[src/rtl/leg_branch_sequencer.sv]
// LEG core PC and instruction-fetch sequencer: fetches 4-byte instructions over a
// byte-wide req/ack port, presents them downstream and selects the next PC.
module leg_branch_sequencer #(
   parameter logic [7:0]  RESET_PC   = 8'h00,
   parameter int unsigned INSN_BYTES = 4
) (
   input  logic       clk,
   input  logic       rst,
   output logic       mem_req,
   output logic [7:0] mem_addr,
   input  logic       mem_ack,
   input  logic [7:0] mem_data,
   output logic       insn_valid,
   input  logic       insn_ready,
   output logic [7:0] OPCODE,
   output logic [7:0] ARG1,
   output logic [7:0] ARG2,
   output logic [7:0] DEST,
   input  logic       cond_result,
   output logic [7:0] pc,
   output logic       is_branch
);

   localparam int unsigned AW = 8;
   localparam int unsigned IW = 2;

   typedef enum logic {
      FETCH = 1'b0,
      ISSUE = 1'b1
   } state_t;

   state_t        state;
   logic [IW-1:0] byte_idx;
   logic          last_byte;
   logic          take_branch;

   // Address math is 8-bit; carries out of bit 7 are dropped
   assign mem_addr    = pc + AW'(byte_idx);
   // Bits 7:6 of the opcode are immediate flags and do not affect the class
   assign is_branch   = (OPCODE[5:0] >= 6'h20) && (OPCODE[5:0] <= 6'h25);
   assign last_byte   = (byte_idx == IW'(INSN_BYTES - 1));
   assign take_branch = is_branch && cond_result;

   always_ff @(posedge clk) begin
      if (rst) begin
         state      <= FETCH;
         pc         <= RESET_PC;
         byte_idx   <= '0;
         mem_req    <= 1'b0;
         insn_valid <= 1'b0;
         OPCODE     <= '0;
         ARG1       <= '0;
         ARG2       <= '0;
         DEST       <= '0;
      end else begin
         case (state)
            FETCH: begin
               if (!mem_req) begin
                  mem_req <= 1'b1;
               end else if (mem_ack) begin
                  // Instruction registers are overwritten in place, never cleared
                  case (byte_idx)
                     2'd0: OPCODE <= mem_data;
                     2'd1: ARG1   <= mem_data;
                     2'd2: ARG2   <= mem_data;
                     2'd3: DEST   <= mem_data;
                  endcase
                  if (last_byte) begin
                     mem_req    <= 1'b0;
                     insn_valid <= 1'b1;
                     byte_idx   <= '0;
                     state      <= ISSUE;
                  end else begin
                     byte_idx <= byte_idx + IW'(1);
                  end
               end
            end
            ISSUE: begin
               if (insn_ready) begin
                  pc         <= take_branch ? DEST : pc + AW'(INSN_BYTES);
                  insn_valid <= 1'b0;
                  byte_idx   <= '0;
                  mem_req    <= 1'b1;
                  state      <= FETCH;
               end
            end
         endcase
      end
   end

endmodule

[config.mk]
export PLATFORM = sky130hd
export DESIGN_NAME = leg_branch_sequencer
export DESIGN_NICKNAME = d
export VERILOG_FILES = /design/src/rtl/leg_branch_sequencer.sv
export SDC_FILE = /design/constraint.sdc
export NUM_CORES = 1
export LEC_CHECK = 0
export ABC_AREA = 1
export BUFFER_PORTS_ARGS = -buffer_cell sky130_fd_sc_hd__buf_2
export CAP_MARGIN = 20
export CORE_ASPECT_RATIO = 0.9
export CORE_UTILIZATION = 54
export DETAILED_ROUTE_END_ITERATION = 16
export PLACE_DENSITY = 0.83
export SETUP_SLACK_MARGIN = 0.15
export SLEW_MARGIN = 20
export SYNTH_ARGS = -nofsm -noshare
export SYNTH_HDL_FRONTEND = slang
export SYNTH_SLANG_ARGS = --single-unit
[constraint.sdc]
create_clock -name clk -period 3.6 [get_ports clk]
set_clock_uncertainty 0.2 [all_clocks]
set_input_delay 0.18 -clock clk [delete_from_list [all_inputs] [get_ports clk]]
set_output_delay 0.18 -clock clk [all_outputs]
set_load 0.02 [all_outputs]
==> summary.txt <==
Timing
  – Final period util: about three fifths
  – Setup ws final: roughly 1500 ps
  – Fin. Hold Viols: 0
  – Unrepaired setup endpoints after global routing: no
  – Final setup fails: 0
  – Max Fclk: ~470 MHz
  – Max Transition Viols Final: 0
  – Fin crit period: between 2000 and 2500 ps
  – Setup Total Neg Slack: 0 ps
  – Slew @ Worst Pin: around 460 ps
  – Worst slew margin: between 60% and 70%

CTS
  – Root cell of the clock tree: clkbuf_8
  – Clk sinks: 45
  – Post-CTS setup buffer count: 0
  – CTS Buffer Depth: 2
  – H-tree depth: 2
  – Clock slew at reported path FFs: 80 ps
  – Clock buffer count from CTS: 5
  – Clock latency on the worst-skew pair: 300 ps
  – TritonCTS clock tree: built

GRT
  – Largest net degree at the start of global routing: 37
  – Overall Global Routing Usage: between 20% and 30%
  – GRT overflow: 0
  – First-pass GRT wire length: approximately 7600 um
  – Antenna violations before repair: 0
  – Vias in the first global route: ~1,700

Worst setup path
  – Crit Reg-Reg Endpoint: DEST[6]
  – Crit path from: byte_idx[1]
  – Reg2reg start: byte_idx[1]
  – Critical Path Start Type: flop
  – Setup crit end: mem_addr[5]
  – Max FO, Critical Path: 6
  – Worst R2R Path Depth: 6
  – Crit Path Class: flop to primary output
  – CP Capture Type: primary output
  – CP required: 3220 ps
  – Critical path data arrival time: 1730 ps
  – Reg2reg setup slack: 2000 ps

Layout
  – Area grow syn2layout: 24.8%
  – Final cell count without fillers: roughly 380
  – Final instance area: about 2500 um^2
  – Leading cell type in the layout, fill and taps excluded: nor2_1
  – Share of layout cells above drive strength 1: between 20% and 30%
  – Ant diodes: 0
  – Final Net Count: between 300 and 400
  – Commonest non-fill, non-tap cells in the layout: 71 x nor2_1, 63 x buf_2, 45 x dfxtp_1

Detailed routing
  – Final WL: ~4700 um
  – DR WL/cell: about 13 um
  – Avg Vias per Cell: around 5.2
  – Routed vias: 1,944
  – Initial drt markers: between 100 and 150
  – First drt pass iteration count: 4
  – Post-route ant nets: 0
  – Drt drc: 0

Synthesis
  – Yosys reg bits: 45
  – Mapped Cells: 260
  – Yosys warning total: 0
  – Avg Cell Area, Syn: 7.67 um^2
  – Synthesized area: about 2000 um^2
  – Netlist cell types: 26
  – Syn nets: ~280
  – Seq/Total Area, Yosys: a little under half

Placed design
  – Place WS: around 1800 ps
  – Hpwl dp: between 3000 and 4000 um
  – Post-DP Area: 2330 um^2
  – Dpl cells: 360
  – Placer congestion estimate: between 0.8 and 0.9
  – Port Buf Inserts: 63

Die
  – DIE HEIGHT: a little under 60 um
  – Die Area: 3940 um^2
  – Core ar.: ~3500 um^2
  – Num ports: 64
  – # rows: 20
  – Die width: about 66 um
  – Initial Utilization: 57.8%

Hold path
  – Hold crit path type: input port to flop

Power
  – Pwr/cell area: between 300 and 400 nW/um^2
  – LEAKAGE: approximately 1.3 nW
  – Peak supply drop: ~0.35 mV

Run
  – Max-cap check violation count: 0

Run status
  – Status: finished clean
-- critical path, cell delays in order, from the launching register on --
cell,delay [ps]
dfxtp_1,450
ha_1,280
a21oi_1,280
nor2_1,100
xor2_1,140
buf_2,180
-- metal layers --
layer  share of wire, %  vias to the layer above  track usage [%]
met4                2.0                        0             9.42
li1                   -                      977                -
met5                  0                        -                0
met1                 45                      899             33.2
met3                5.5                       13             5.73
met2                 47                       55             42.3
-- flip-flops by register name, summed over array words and instances, names as in the netlist --
register    cells
ARG1            8
ARG2            8
DEST            8
OPCODE          8
byte_idx        2
insn_valid      1
mem_req         1
pc              8
state           1
-- what timing repair did --
action                                 4_1_cts  5_1_grt
hold buffers                                 7        0
endpoints found under the hold margin       21        0
gates resized for setup                      0        0
-- synthesized netlist by cell type (all sizes together) --
cell | number | area, um^2
xnor2 | 1 | 8.76
o21ai | 39 | 195
nand4 | 2 | 27.5
nor3 | 1 | 5.00
nand2 | 25 | 121
clkbuf | 3 | 11.3
xor2 | 5 | 43.8
nor2 | 75 | 302
buf | 4 | 25.0
clkinv | 3 | 26.3
fa | 1 | 20.0
a31oi | 1 | 6.26
a21oi | 16 | 80.1
inv | 21 | 78.8
nand3 | 11 | 55.1
dfxtp | 45 | 901
ha | 7 | 87.6
-- cell families (layout without fill, tap and decap cells) --
group / count (synthesis) / count (layout) / share of synthesized area [%]
compound gates: 56 / 56 / 14.1
xor+xnor: 6 / 6 / 2.63
fa+ha+maj: 8 / 8 / 5.40
buf+inv: 31 / 102 / 7.09
flops: 45 / 45 / 45.2
simple gates: 114 / 114 / 25.6
-- report_power, final --
part           switching, W  leakage [nW]  internal, W
Combinational     0.0000637         0.856    0.0000358
Sequential       0.00000938         0.365     0.000509
Clock              0.000176        0.0445     0.000138
-- worst min path at each step --
stage	startpoint	to	slack (ps)	cells past startpoint
after floorplan	mem_data[0]	DEST[0]	110	2
after global placement	insn_valid	insn_valid	250	2
after detailed placement	mem_data[7]	DEST[7]	260	3
after CTS	mem_data[1]	DEST[1]	0.7	3
after global routing	mem_data[2]	ARG2[2]	9	3
final	mem_data[1]	DEST[1]	2	3
-- stage by stage --
stage               power [W]  hold WS [ps]  util [%]
floorplan            0.000591           115         -
global placement     0.000621           253      67.4
detailed placement   0.000623           258      67.4
CTS                  0.000936         0.657      72.1
global route         0.000975          8.70      72.1
finish               0.000932          1.76      72.1
-- final cells by class --
| cell class | instances | area [um^2] |
|---|---|---|
| well taps | 44 | 55.1 |
| multi-input cells | 184 | 952 |
| inverters | 24 | 105 |
| fillers | 287 | 965 |
| clock buffers | 5 | 68.8 |
| clock inverters | 3 | 21.3 |
| flip-flops and latches | 45 | 901 |
| repair buffers | 70 | 385 |
(Power assumes the default switching activity.)
